File: src/rtl/frame_cmd_parser.sv
// UART command-frame parser for the matrix-vector engine: validates
// INIT/LEN/CMD/payload/STOP frames and streams payload into the matrix FIFO and vector file.
module frame_cmd_parser #(
    parameter int                     WORD_LENGTH    = 8,
    parameter int                     MAX_DIM        = 8,
    parameter logic [WORD_LENGTH-1:0] INIT_BYTE      = 8'hFE,
    parameter logic [WORD_LENGTH-1:0] STOP_BYTE      = 8'hEF,
    parameter int                     TIMEOUT_CYCLES = 100000,
    localparam int                    IW             = (MAX_DIM > 1) ? $clog2(MAX_DIM) : 1
) (
    input  logic                   clk,
    input  logic                   reset,
    input  logic                   data_ready,
    input  logic [WORD_LENGTH-1:0] data_in,
    output logic                   push_matrix,
    output logic                   push_vector,
    output logic [IW-1:0]          vector_index,
    output logic [WORD_LENGTH-1:0] data_out,
    output logic [WORD_LENGTH-1:0] matrix_size,
    output logic                   start_compute,
    output logic                   resend,
    output logic                   clear_buffers,
    output logic                   frame_done,
    output logic                   error,
    output logic [2:0]             error_code,
    output logic                   busy
);
    localparam int W  = WORD_LENGTH;
    localparam int TW = $clog2(TIMEOUT_CYCLES + 1);

    localparam logic [W-1:0] OP_SET_SIZE     = W'(1);
    localparam logic [W-1:0] OP_RESEND       = W'(2);
    localparam logic [W-1:0] OP_INIT_CAPTURE = W'(3);
    localparam logic [W-1:0] OP_DATA_CAPTURE = W'(4);
    localparam logic [W-1:0] MAX_DIM_W       = W'(MAX_DIM);

    localparam logic [2:0] E_LEN_ZERO  = 3'd1;
    localparam logic [2:0] E_OPCODE    = 3'd2;
    localparam logic [2:0] E_LENGTH    = 3'd3;
    localparam logic [2:0] E_NOT_READY = 3'd4;
    localparam logic [2:0] E_SIZE      = 3'd5;
    localparam logic [2:0] E_STOP      = 3'd6;
    localparam logic [2:0] E_TIMEOUT   = 3'd7;

    // Timer value one short of the limit: the idle edge that would make it
    // reach TIMEOUT_CYCLES-1 is the one that aborts the frame.
    localparam logic [TW-1:0] TIMER_LAST = TW'(TIMEOUT_CYCLES - 2);

    typedef enum logic [2:0] {
        S_IDLE, S_LEN, S_CMD, S_PAYLOAD, S_STOP_CHK, S_DONE, S_ERR
    } state_t;

    typedef enum logic [1:0] {
        PH_NONE, PH_MATRIX, PH_VECTOR
    } phase_t;

    state_t         state;
    phase_t         phase;
    logic [W-1:0]   len;
    logic [W-1:0]   cmd;
    logic [W-1:0]   byte_cnt;
    logic [W-1:0]   pend_size;
    logic [TW-1:0]  timer;
    logic [IW-1:0]  vec_cnt;
    logic           cap_vec;

    logic [2*W-1:0] dim_sq;
    logic [2*W-1:0] len_wide;
    logic [2*W-1:0] mat_len;
    logic [2*W-1:0] vec_len;
    logic           in_frame;
    logic           timed_out;
    logic           err_now;
    logic [2:0]     err_code_now;

    assign dim_sq   = {{W{1'b0}}, matrix_size} * {{W{1'b0}}, matrix_size};
    assign len_wide = {{W{1'b0}}, len};
    assign mat_len  = dim_sq + (2*W)'(1);
    assign vec_len  = {{W{1'b0}}, matrix_size} + (2*W)'(1);

    assign in_frame  = (state == S_LEN) || (state == S_CMD) ||
                       (state == S_PAYLOAD) || (state == S_STOP_CHK);
    assign timed_out = in_frame && !data_ready && (timer == TIMER_LAST);

    // Frame rejection decision; the sequential block only acts on it.
    always_comb begin
        err_now      = 1'b0;
        err_code_now = 3'd0;
        case (state)
            S_LEN: begin
                if (data_ready && data_in == '0) begin
                    err_now      = 1'b1;
                    err_code_now = E_LEN_ZERO;
                end
            end
            S_CMD: begin
                if (data_ready) begin
                    case (data_in)
                        OP_SET_SIZE: begin
                            if (len != W'(2)) begin
                                err_now      = 1'b1;
                                err_code_now = E_LENGTH;
                            end
                        end
                        OP_RESEND, OP_INIT_CAPTURE: begin
                            if (len != W'(1)) begin
                                err_now      = 1'b1;
                                err_code_now = E_LENGTH;
                            end
                        end
                        OP_DATA_CAPTURE: begin
                            if (phase == PH_NONE || matrix_size == '0) begin
                                err_now      = 1'b1;
                                err_code_now = E_NOT_READY;
                            end else if ((phase == PH_MATRIX && len_wide != mat_len) ||
                                         (phase == PH_VECTOR && len_wide != vec_len)) begin
                                err_now      = 1'b1;
                                err_code_now = E_LENGTH;
                            end
                        end
                        default: begin
                            err_now      = 1'b1;
                            err_code_now = E_OPCODE;
                        end
                    endcase
                end
            end
            S_PAYLOAD: begin
                if (data_ready && cmd == OP_SET_SIZE &&
                    (data_in == '0 || data_in > MAX_DIM_W)) begin
                    err_now      = 1'b1;
                    err_code_now = E_SIZE;
                end
            end
            S_STOP_CHK: begin
                if (data_ready && data_in != STOP_BYTE) begin
                    err_now      = 1'b1;
                    err_code_now = E_STOP;
                end
            end
            default: ;
        endcase
        if (timed_out) begin
            err_now      = 1'b1;
            err_code_now = E_TIMEOUT;
        end
    end

    always_ff @(posedge clk) begin
        if (reset) begin
            state         <= S_IDLE;
            phase         <= PH_NONE;
            len           <= '0;
            cmd           <= '0;
            byte_cnt      <= '0;
            pend_size     <= '0;
            timer         <= '0;
            vec_cnt       <= '0;
            cap_vec       <= 1'b0;
            push_matrix   <= 1'b0;
            push_vector   <= 1'b0;
            vector_index  <= '0;
            data_out      <= '0;
            matrix_size   <= '0;
            start_compute <= 1'b0;
            resend        <= 1'b0;
            clear_buffers <= 1'b0;
            frame_done    <= 1'b0;
            error         <= 1'b0;
            error_code    <= '0;
            busy          <= 1'b0;
        end else begin
            push_matrix   <= 1'b0;
            push_vector   <= 1'b0;
            start_compute <= 1'b0;
            resend        <= 1'b0;
            clear_buffers <= 1'b0;
            frame_done    <= 1'b0;
            error         <= 1'b0;

            if (in_frame)
                timer <= data_ready ? '0 : timer + TW'(1);

            if (err_now) begin
                state         <= S_ERR;
                error         <= 1'b1;
                clear_buffers <= 1'b1;
                error_code    <= err_code_now;
            end else begin
                case (state)
                    S_IDLE: begin
                        if (data_ready && data_in == INIT_BYTE) begin
                            state <= S_LEN;
                            busy  <= 1'b1;
                            timer <= '0;
                        end
                    end
                    S_LEN: begin
                        if (data_ready) begin
                            len   <= data_in;
                            state <= S_CMD;
                        end
                    end
                    S_CMD: begin
                        if (data_ready) begin
                            cmd      <= data_in;
                            byte_cnt <= len - W'(1);
                            vec_cnt  <= '0;
                            cap_vec  <= (phase == PH_VECTOR);
                            if (data_in == OP_INIT_CAPTURE)
                                phase <= PH_MATRIX;
                            state <= (data_in == OP_SET_SIZE || data_in == OP_DATA_CAPTURE)
                                     ? S_PAYLOAD : S_STOP_CHK;
                        end
                    end
                    S_PAYLOAD: begin
                        if (data_ready) begin
                            byte_cnt <= byte_cnt - W'(1);
                            if (byte_cnt == W'(1))
                                state <= S_STOP_CHK;
                            if (cmd == OP_SET_SIZE) begin
                                pend_size <= data_in;
                            end else if (cap_vec) begin
                                push_vector  <= 1'b1;
                                data_out     <= data_in;
                                vector_index <= vec_cnt;
                                vec_cnt      <= vec_cnt + IW'(1);
                            end else begin
                                push_matrix <= 1'b1;
                                data_out    <= data_in;
                            end
                        end
                    end
                    S_STOP_CHK: begin
                        if (data_ready) begin
                            frame_done <= 1'b1;
                            state      <= S_DONE;
                        end
                    end
                    S_DONE: begin
                        // Frame side effects land one cycle after frame_done.
                        case (cmd)
                            OP_SET_SIZE: begin
                                matrix_size <= pend_size;
                                phase       <= PH_NONE;
                            end
                            OP_RESEND: resend <= 1'b1;
                            OP_DATA_CAPTURE: begin
                                if (cap_vec) begin
                                    start_compute <= 1'b1;
                                    phase         <= PH_NONE;
                                end else begin
                                    phase <= PH_VECTOR;
                                end
                            end
                            default: ;
                        endcase
                        state <= S_IDLE;
                        busy  <= 1'b0;
                    end
                    S_ERR: begin
                        phase <= PH_NONE;
                        state <= S_IDLE;
                        busy  <= 1'b0;
                    end
                    default: begin
                        state <= S_IDLE;
                        busy  <= 1'b0;
                    end
                endcase
            end
        end
    end

endmodule

File: config.mk
export PLATFORM = sky130hd
export DESIGN_NAME = frame_cmd_parser
export DESIGN_NICKNAME = d
export VERILOG_FILES = /design/src/rtl/frame_cmd_parser.sv
export SDC_FILE = /design/constraint.sdc
export NUM_CORES = 1
export LEC_CHECK = 0
export ABC_CLOCK_PERIOD_IN_PS = 6860
export CORE_AREA = 10 10 101 192
export CTS_CLUSTER_DIAMETER = 150
export CTS_CLUSTER_SIZE = 14
export DETAILED_ROUTE_END_ITERATION = 8
export DIE_AREA = 0 0 111 202
export GPL_TIMING_DRIVEN = 0
export HOLD_SLACK_MARGIN = 0.06
export MAX_ROUTING_LAYER = met4
export PLACE_DENSITY = 0.54
export SYNTH_ARGS = -nofsm -noshare
export SYNTH_HDL_FRONTEND = slang
export SYNTH_SLANG_ARGS = --single-unit
File: constraint.sdc
create_clock -name clk -period 6.86 [get_ports clk]
set_input_delay 1.372 -clock clk [delete_from_list [all_inputs] [get_ports clk]]
set_output_delay 1.372 -clock clk [all_outputs]
set_load 0.02 [all_outputs]
==> flow_summary_export.csv, run 1 <==
group,metric,value,unit
outcome,status,"completed",
drt,drt_iter0_markers,259,
critical_path,worstPathRequired,7100,ps
floorplan,dieArea,22400,um2
floorplan,core-area,16300,um2
global_routing,grt_pass1_vias,6170,
global_routing,grt_antenna_before_repair,0,
timing,max_slew_margin,21.5,%
timing,final_max_slew_viol_count,0,
cts,clock_latency,350,ps
final_layout,final_common_cell,"nor2_1",
critical_path,cp_common_cell,"fa_1",
synthesis,async_flop_share,0,%
synthesis,synth_cell_types,67,
critical_path,cp-end-kind,"flop",
drt,vias,5841,
floorplan,die_h,202,um
drt,via_per_inst,5.62,
worst_hold_path,min_path_type,"reg -> reg",
synthesis,synth_warnings,0,
floorplan,initial_utilization,39.3,%
cts,cts_root_buffer,"clkbuf_16",
cts,clkSinkCount,87,
timing,post-route-min-period,6520,ps
timing,fin_worst_hold_slack,467,ps
global_routing,grt_pass1_wl,32900,um
final_layout,antenna_cells,0,
final_layout,mostFrequentLayoutCells,"nor2_1, dfxtp_1, nand2_1",
cts,htreeDepth,3,
critical_path,critical-path-slowest-cell,"o41a_1",
critical_path,path_cells,"clkbuf_1 -> buf_2 -> nand2_1 -> fa_1 -> fa_1 -> fa_1 -> inv_1 -> fa_1 -> ha_1 -> clkbuf_1 -> a21o_1 -> a2111oi_0 -> nand3_1 -> nor4bb_1 -> a211o_1 -> o41a_1 -> nor2_4 -> mux2_1",
floorplan,num_rows,66,
drt,route.detailed.drc,0,
synthesis,synthCells,781,
drt,totalWireLength,20400,um
flow_run,maxCapViolCount,0,
synthesis,ys_seq_area_share,27.3,%
synthesis,ys_dominant_reg_cell,"dfxtp_1",
floorplan,die_w,111,um
timing,skew,5.44,ps
critical_path,cp-start-kind,"flop",
cts,post_cts_buffers,0,
final_layout,nets,901,
critical_path,cpPeakStageDelay,600,ps
timing,worst_pin_slew,1170,ps
final_layout,fillCellCount,1657,
cts,cts_tree,"yes",
timing,hold_viol,0,
critical_path,worstPathMaxFanout,10,
critical_path,critPathArrivalTime,6760,ps
drt,firstDrtPassIters,5,
cts,postCtsResizedCells,0,
global_routing,track_usage,18.7,%
drt,wl_per_cell,19.6,um
timing,clock.fmax,153,MHz
cts,cts_buffers,9,
floorplan,io_pins,41,
cts,clk_path_buf_depth,2,
final_layout,area_delta_synth_final,15.3,%
critical_path,rrSetupSlack,340,ps
power,ir_drop,0.207,mV
synthesis,syn_nets,852,
global_routing,overflow,0,
critical_path,critPathKind,"reg -> reg",
placement,place.gp.congestion,0.968,
placement,place_hpwl,16300,um
drt,postRouteAntennaNets,0,
power,leakage,3.04,nW
synthesis,syn_avg_cell_area,8.18,um2
global_routing,grt_max_degree,16,
power,p_per_area,195,nW/um2
final_layout,drive_gt1_share,5.03,%
synthesis,ys_seq_elements,87,
cts,clk_pin_slew_worst_paths,60,ps
cts,hold_buffers,0,
timing,rsz0062_at_grt,"no",
synthesis,synth_edf_count,0,
timing,setup_viol,0,
timing,fin_crit_sh,95.1,%
placement,io_buffers,38,
timing,finalSetupTns,0,ps
synthesis,syn_area,6390,um2
[cell type report]
cell class,instances,area [um2],share of cell area [%]
well taps,204,255,3.46
flip-flops and latches,87,1740,23.6
clock buffers,10,229,3.11
inverters,53,199,2.70
clock inverters,6,92.6,1.26
repair buffers,38,380,5.16
plain buffers,46,186,2.53
multi-input cells,595,4280,58.1
[cells by family after synthesis]
kind of cell	Yosys count	synth area share (%)
AND/OR/NAND/NOR	307	24.6
XOR/XNOR	50	6.85
other	2	0.118
AO/OA/AOI/OAI	139	15.0
flip-flops	87	27.3
buffers and inverters	99	6.01
adder cells (fa/ha/maj)	60	14.3
multiplexers	37	5.84
[per-stage QoR]
stage / power (mW) / worst slack (ps) / std cells / util [%] / instance area, um2
after global routing: 1.51 / 0.856 / 1039 / 45.3 / 7370
after CTS: 1.45 / 62.5 / 1039 / 45.2 / 7350
after global placement: 0.913 / 164 / 1023 / 43.2 / 7030
final: 1.44 / 338 / 1039 / 45.3 / 7370
after floorplan: 0.800 / 991 / 781 / - / 6390
after detailed placement: 0.916 / 83.4 / 1023 / 43.2 / 7030
[critical path: cells and delay by family (launching register included)]
kind,cells,cell delay (ps)
fa+ha+maj,5,2470
buf+inv,4,830
flops,1,400
mux,1,340
compound gates,4,1590
simple gates,4,780
[cell usage after synthesis, types with 4 or more instances]
library cell  instances  area (um2)
mux2i_1              35         350
or3_1                 7        43.8
a41oi_1               4        35.0
o31ai_1              11        82.6
nor3_1               16        80.1
a21o_1                5        37.5
xnor2_1              27         236
nor2b_1              12        75.1
o22ai_1               5        31.3
nor2_1               88         330
nand2_1              54         203
nand4b_1              4        35.0
o21a_1                5        37.5
nand3_1              27         135
and2_1               16         100
buf_2                 7        35.0
a31oi_1               6        37.5
o211ai_1              6        45.0
nor4_1               11        68.8
a21oi_1              40         200
and3_1               14        87.6
o21ai_0              20         100
clkbuf_1             35         131
inv_1                53         199
nand2b_1             14        87.6
or2_2                 5        31.3
ha_1                 38         475
xor2_1               23         201
fa_1                 22         440
nand4_1              13        81.3
a211oi_1              4        30.0
nor3b_1              10        75.1
dfxtp_1              87        1740
[where the power goes]
group          total [mW]  internal [mW]  switching, mW
logic               0.357          0.123          0.233
clock network       0.527          0.321          0.206
registers           0.556          0.533         0.0233
[state kept, by name, indices dropped and copies added, names as in the netlist, 2 cells and up]
name,flops
matrix_size,8
phase,2
len,8
cmd,8
error_code,3
timer,17
data_out,8
vec_cnt,3
vector_index,3
state,3
pend_size,8
byte_cnt,8
[routing by layer]
metal / track usage, % / part of all wire (%)
met1: 15.9 / 34
met2: 37.2 / 57
met3: 2.14 / 2.9
met4: 11.4 / 5.8
met5: - / 0
[final timing paths]
| check | cells after the start | end | from |
|---|---|---|---|
| max | 18 | cap_vec | matrix_size[2] |
| max reg2reg | 18 | cap_vec | matrix_size[2] |
| min | 2 | vector_index[2] | vector_index[2] |
| min reg2reg | 2 | vector_index[2] | vector_index[2] |
No activity file was read; power rests on OpenSTA's default activity.
==> run 2, diff against run 1 <==
- CORE_AREA: 10 10 101 192 -> 10 10 190 103
- DIE_AREA: 0 0 111 202 -> 0 0 200 113
==> run 2 against run 1 <==
Combinational power decreased by 5%. Sequential share of layout area hardly changed. Clock skew grew 1.8 ps. Die area increased by 0.79%. Critical endpoint unchanged. Total power is 5.5% lower.
==> flow_summary_export.csv, run 2 (synthesized netlist as in run 1, its figures left out) <==
group,metric,value,unit
placement,place_hpwl,13600,um
power,sequentialPowerShare,40.7,%
drt,via_per_inst,5.35,
cts,htreeDepth,3,
critical_path,rr_worst_depth,18,
timing,skew,7.28,ps
cts,cts_root_buffer,"clkbuf_16",
final_layout,final_common_cell,"nor2_1",
worst_hold_path,hold_start,"vector_index[2]",
power,ir_drop,0.143,mV
critical_path,critPathArrivalTime,6630,ps
power,switching_share,32.9,%
final_layout,drive_gt1_share,5.15,%
placement,pre_cts_slack,169,ps
worst_hold_path,min_path_cells,2,
drt,vias,5680,
cts,clock_latency,340,ps
global_routing,grt_pass1_wl,29800,um
drt,route.detailed.drc,0,
placement,place.gp.congestion,0.878,
timing,hold_viol,0,
power,internal_power,913,uW
timing,finalSetupTns,0,ps
timing,post-route-min-period,6410,ps
floorplan,die_w,200,um
critical_path,cp-end-kind,"flop",
final_layout,area_delta_synth_final,15.3,%
drt,wl_per_cell,16.7,um
timing,fin_crit_sh,93.4,%
floorplan,initial_utilization,39.6,%
floorplan,io_pins,41,
drt,postRouteAntennaNets,0,
timing,worst_pin_slew,943,ps
floorplan,dieArea,22600,um2
timing,final_max_slew_viol_count,0,
critical_path,worstPathMaxFanout,10,
global_routing,grt_pass1_vias,5690,
global_routing,grt_antenna_before_repair,0,
power,leakage,3.03,nW
placement,io_buffers,38,
drt,drt_iter0_markers,354,
global_routing,track_usage,16.6,%
final_layout,mostFrequentLayoutCells,"nor2_1, dfxtp_1, nand2_1",
floorplan,num_rows,33,
cts,clk_pin_slew_worst_paths,60,ps
power,clockPowerShare,34.3,%
timing,setup_viol,0,
drt,firstDrtPassIters,5,
final_layout,largest-register,"timer",
cts,clkSinkCount,87,
power,p_switching,448,uW
worst_hold_path,worstHoldEndpoint,"vector_index[2]",
global_routing,overflow,0,
worst_hold_path,min_path_type,"reg -> reg",
cts,cts_buffers,9,
floorplan,core-area,16100,um2
final_layout,largest_reg_flops,17,
final_layout,nets,901,
outcome,status,"completed",
critical_path,rr_startpoint,"matrix_size[2]",
cts,post_cts_buffers,0,
critical_path,rrSetupSlack,450,ps
power,p_per_area,185,nW/um2
timing,max_slew_margin,36.8,%
power,p_comb_share,25.0,%
timing,layout_setup_ws,452,ps
timing,clock.fmax,156,MHz
power,power,1.36,mW
cts,clk_path_buf_depth,2,
critical_path,critPathKind,"reg -> reg",
global_routing,grt_max_degree,16,
floorplan,die_h,113,um
final_layout,antenna_cells,0,
critical_path,cp-start-kind,"flop",
timing,rsz0062_at_grt,"no",
cts,cts_tree,"yes",
drt,totalWireLength,17700,um
critical_path,worstPathRequired,7080,ps
timing,fin_worst_hold_slack,459,ps
flow_run,maxCapViolCount,0,
critical_path,reg2reg_to,"cap_vec",
-- run 2: cell types whose count changed in the layout (fill, tap and decap cells not counted), sizes merged --
cell / change
clkbuf: +1
inv: +1
clkinvlp: -1
clkinv: +2
bufinv: -2
buf: -1
-- run 2: worst max-delay path by stage --
stage | start | endpoint | slack [ps] | depth (start not counted)
floorplan | matrix_size[2] | cap_vec | 990 | 18
global placement | matrix_size[2] | cap_vec | 260 | 18
detailed placement | matrix_size[2] | cap_vec | 170 | 18
CTS | matrix_size[2] | cap_vec | 150 | 18
global route | matrix_size[2] | byte_cnt[0] | 20 | 19
finish | matrix_size[2] | cap_vec | 450 | 18
-- run 2: power by group through the flow --
stage,Clock [mW],Combinational [mW],Sequential (mW)
6_report,0.467,0.340,0.554
5_1_grt,0.503,0.374,0.557
4_1_cts,0.480,0.339,0.553
3_5_place_dp,0,0.336,0.565
3_3_place_gp,0,0.337,0.564
2_1_floorplan,0,0.231,0.569
-- run 2: layer usage --
layer  share of wire, %  vias up  track usage (%)
met5                  0        -                -
met4               0.82        0             3.36
met3                3.2       15             2.48
met2                 48      102             27.5
met1                 48     2732             21.1
li1                   -     2831                -
-- run 2: critical path, stage by stage, from the launching register on --
cell      delay [ps]
dfxtp_1          390
clkbuf_1         300
clkbuf_2         310
nand2_1          120
fa_1             560
fa_1             520
fa_1             550
inv_1             50
fa_1             490
ha_1             300
clkbuf_1         220
a211oi_2         330
o31ai_4          130
or3_1            310
o211ai_1         230
nand4b_1         190
o41a_1           610
nor2_4           330
mux2_1           350
-- run 2: timing repair --
item	CTS	global route
hold buffers	0	0
endpoints found under the setup margin	0	27
resized for setup	0	6
-- run 2: cell type report --
type                            instances  area [um2]
Fill cell                            1633        8780
Multi-Input combinational cell        595        4290
Sequential cell                        87        1740
Timing Repair Buffer                   38         380
Tap cell                              227         284
Clock buffer                           10         239
Inverter                               53         199
Buffer                                 46         186
Clock inverter                          6        43.8
-- run 2: stage by stage --
step,util (%),area [um2],cells
after floorplan,-,6390,781
after global placement,43.7,7050,1046
after detailed placement,43.7,7050,1046
after CTS,45.4,7340,1062
after global routing,45.6,7360,1062
final,45.6,7360,1062
==> run 3, diff against run 2 <==
- CORE_AREA: 10 10 190 103 -> 5 5 185 98
- DIE_AREA: 0 0 200 113 -> 0 0 190 103
==> run 3 against run 2 <==
Critical path depth is the same. Sequential power is essentially flat. Total power grew 2.4%. Clock power grew 4.3%. Non-clock buffer count is the same. First-iteration DRC count grew 38%. Utilization shrank 1.4 points. Worst hold slack gained 13 ps. Routed wire length grew 8.0%. Combinational power grew 4%. Cell count grew 0.66%. Largest cell class unchanged. Largest power group unchanged.
==> flow_summary_export.csv, run 3 (synthesized netlist as in run 1, its figures left out) <==
group,metric,value,unit
final_layout,final_common_cell,"nor2_1",
drt,postRouteAntennaNets,0,
cts,clk_path_buf_depth,2,
outcome,status,"completed",
timing,max_slew_margin,11.2,%
critical_path,critPathLaunch,"matrix_size[2]",
flow_run,maxCapViolCount,0,
placement,place.gp.congestion,0.914,
global_routing,grt_pass1_vias,5387,
critical_path,critPathKind,"reg -> reg",
floorplan,die_w,190,um
critical_path,cp-end-kind,"flop",
floorplan,initial_utilization,38.4,%
critical_path,cp_common_cell,"fa_1",
final_layout,area_delta_synth_final,15.2,%
global_routing,overflow,0,
cts,cts_buffers,9,
cts,clk_pin_slew_worst_paths,70,ps
critical_path,cp_top_family,"adder cells",
critical_path,rr_startpoint,"matrix_size[2]",
final_layout,finalNonFillerCells,1069,
drt,via_per_inst,5.55,
placement,dp_cells,1053,
critical_path,crit_cells,18,
floorplan,die_h,103,um
drt,totalWireLength,19200,um
final_layout,mostFrequentLayoutCells,"nor2_1, dfxtp_1, nand2_1",
timing,setup_viol,0,
critical_path,crit_end,"cap_vec",
power,leakage,3.03,nW
cts,hold_buffers,0,
global_routing,grt_antenna_before_repair,0,
placement,place_hpwl,15200,um
drt,vias,5937,
cts,cts_tree,"yes",
critical_path,cpPeakStageDelay,650,ps
cts,cts_root_buffer,"clkbuf_16",
drt,drt_iter0_markers,487,
timing,worst_pin_slew,1320,ps
final_layout,nets,901,
final_layout,antenna_cells,0,
final_layout,largest_reg_flops,17,
global_routing,grt_max_degree,17,
placement,io_buffers,38,
critical_path,worstPathRequired,7100,ps
cts,clock_latency,360,ps
drt,wl_per_cell,17.9,um
floorplan,io_pins,41,
critical_path,cp-start-kind,"flop",
timing,rsz0062_at_grt,"no",
floorplan,core-area,16600,um2
power,power,1.39,mW
timing,hold_viol,0,
cts,clkSinkCount,87,
critical_path,rrSetupSlack,410,ps
final_layout,fillCellCount,1651,
global_routing,grt_pass1_wl,29800,um
timing,clock.fmax,155,MHz
critical_path,worstPathMaxFanout,10,
power,ir_drop,0.117,mV
cts,htreeDepth,3,
drt,route.detailed.drc,0,
critical_path,path_cells,"clkbuf_1 -> clkbuf_2 -> nand2_1 -> fa_1 -> fa_1 -> fa_1 -> inv_1 -> fa_1 -> ha_1 -> clkbuf_1 -> a211oi_1 -> o31ai_2 -> or3_1 -> o211ai_1 -> nand4b_1 -> o41a_1 -> nor2_4 -> mux2_1",
timing,final_max_slew_viol_count,0,
floorplan,dieArea,19600,um2
global_routing,track_usage,20.1,%
critical_path,reg2reg_to,"cap_vec",
timing,skew,8.43,ps
final_layout,largest-register,"timer",
final_layout,drive_gt1_share,4.91,%
timing,post-route-min-period,6450,ps
timing,finalSetupTns,0,ps
critical_path,crit_buf_inv,4,
worst_hold_path,min_path_type,"reg -> reg",
timing,fin_crit_sh,94.1,%
drt,firstDrtPassIters,5,
critical_path,rr_worst_depth,18,
power,p_per_area,189,nW/um2
critical_path,critical-path-slowest-cell,"fa_1",
critical_path,critPathArrivalTime,6690,ps
floorplan,num_rows,34,
==> run 3: cell types whose count changed in the layout (fill, tap and decap cells not counted) <==
| cell | previous run | this run |
|---|---|---|
| a41oi_2 | 1 | 0 |
| a41oi_1 | 3 | 4 |
| clkinv_2 | 2 | 1 |
| clkinvlp_4 | 1 | 0 |
| a211oi_1 | 3 | 4 |
| o31ai_2 | 0 | 1 |
| inv_8 | 0 | 1 |
| o31ai_4 | 1 | 0 |
| inv_6 | 2 | 3 |
| a211oi_2 | 1 | 0 |
==> run 3: stage by stage <==
step	hold slack (ps)	setup WS, ps	cell area [um2]	util [%]
6_report	472	407	7360	44.2
3_5_place_dp	467	194	7060	42.5
2_1_floorplan	451	991	6390	-
5_1_grt	487	71.8	7360	44.2
3_3_place_gp	456	108	7060	42.5
4_1_cts	476	138	7350	44.2
==> run 3: worst min-delay path by stage <==
stage	start	endpoint	slack (ps)	cells after the start
finish	cmd[3]	cmd[3]	470	1
global route	cmd[4]	cmd[4]	490	1
CTS	cmd[3]	cmd[3]	480	1
detailed placement	cmd[3]	cmd[3]	470	1
global placement	cmd[6]	cmd[6]	460	1
floorplan	byte_cnt[2]	byte_cnt[2]	450	2
==> run 3: where the power goes <==
group          switching, mW  internal [mW]
clock network          0.225          0.262
registers             0.0216          0.533
logic                  0.229          0.123
total                  0.476          0.918
==> run 3: cell type report <==
class	instances	area [um2]	area share, %
buffer	46	186	2.53
clock buffer	10	239	3.25
clock inverter	6	51.3	0.697
inverter	53	199	2.70
multi-input combinational	595	4270	58.0
sequential	87	1740	23.7
tap	234	293	3.98
timing repair buffer	38	380	5.17
==> run 3: repair_timing <==
item | 4_1_cts | 5_1_grt
setup buffers | 0 | 0
gates resized for setup | 0 | 3
endpoints found under the setup margin | 0 | 21
==> run 3: layer usage <==
layer  global-route usage, %  vias to the layer above  routed length [um]
met5                       -                        -                   0
met4                    4.61                        0                 193
met1                    31.8                     2871               10600
li1                        -                     2844                   -
met2                    24.4                      204                6920
met3                    5.11                       18                1450
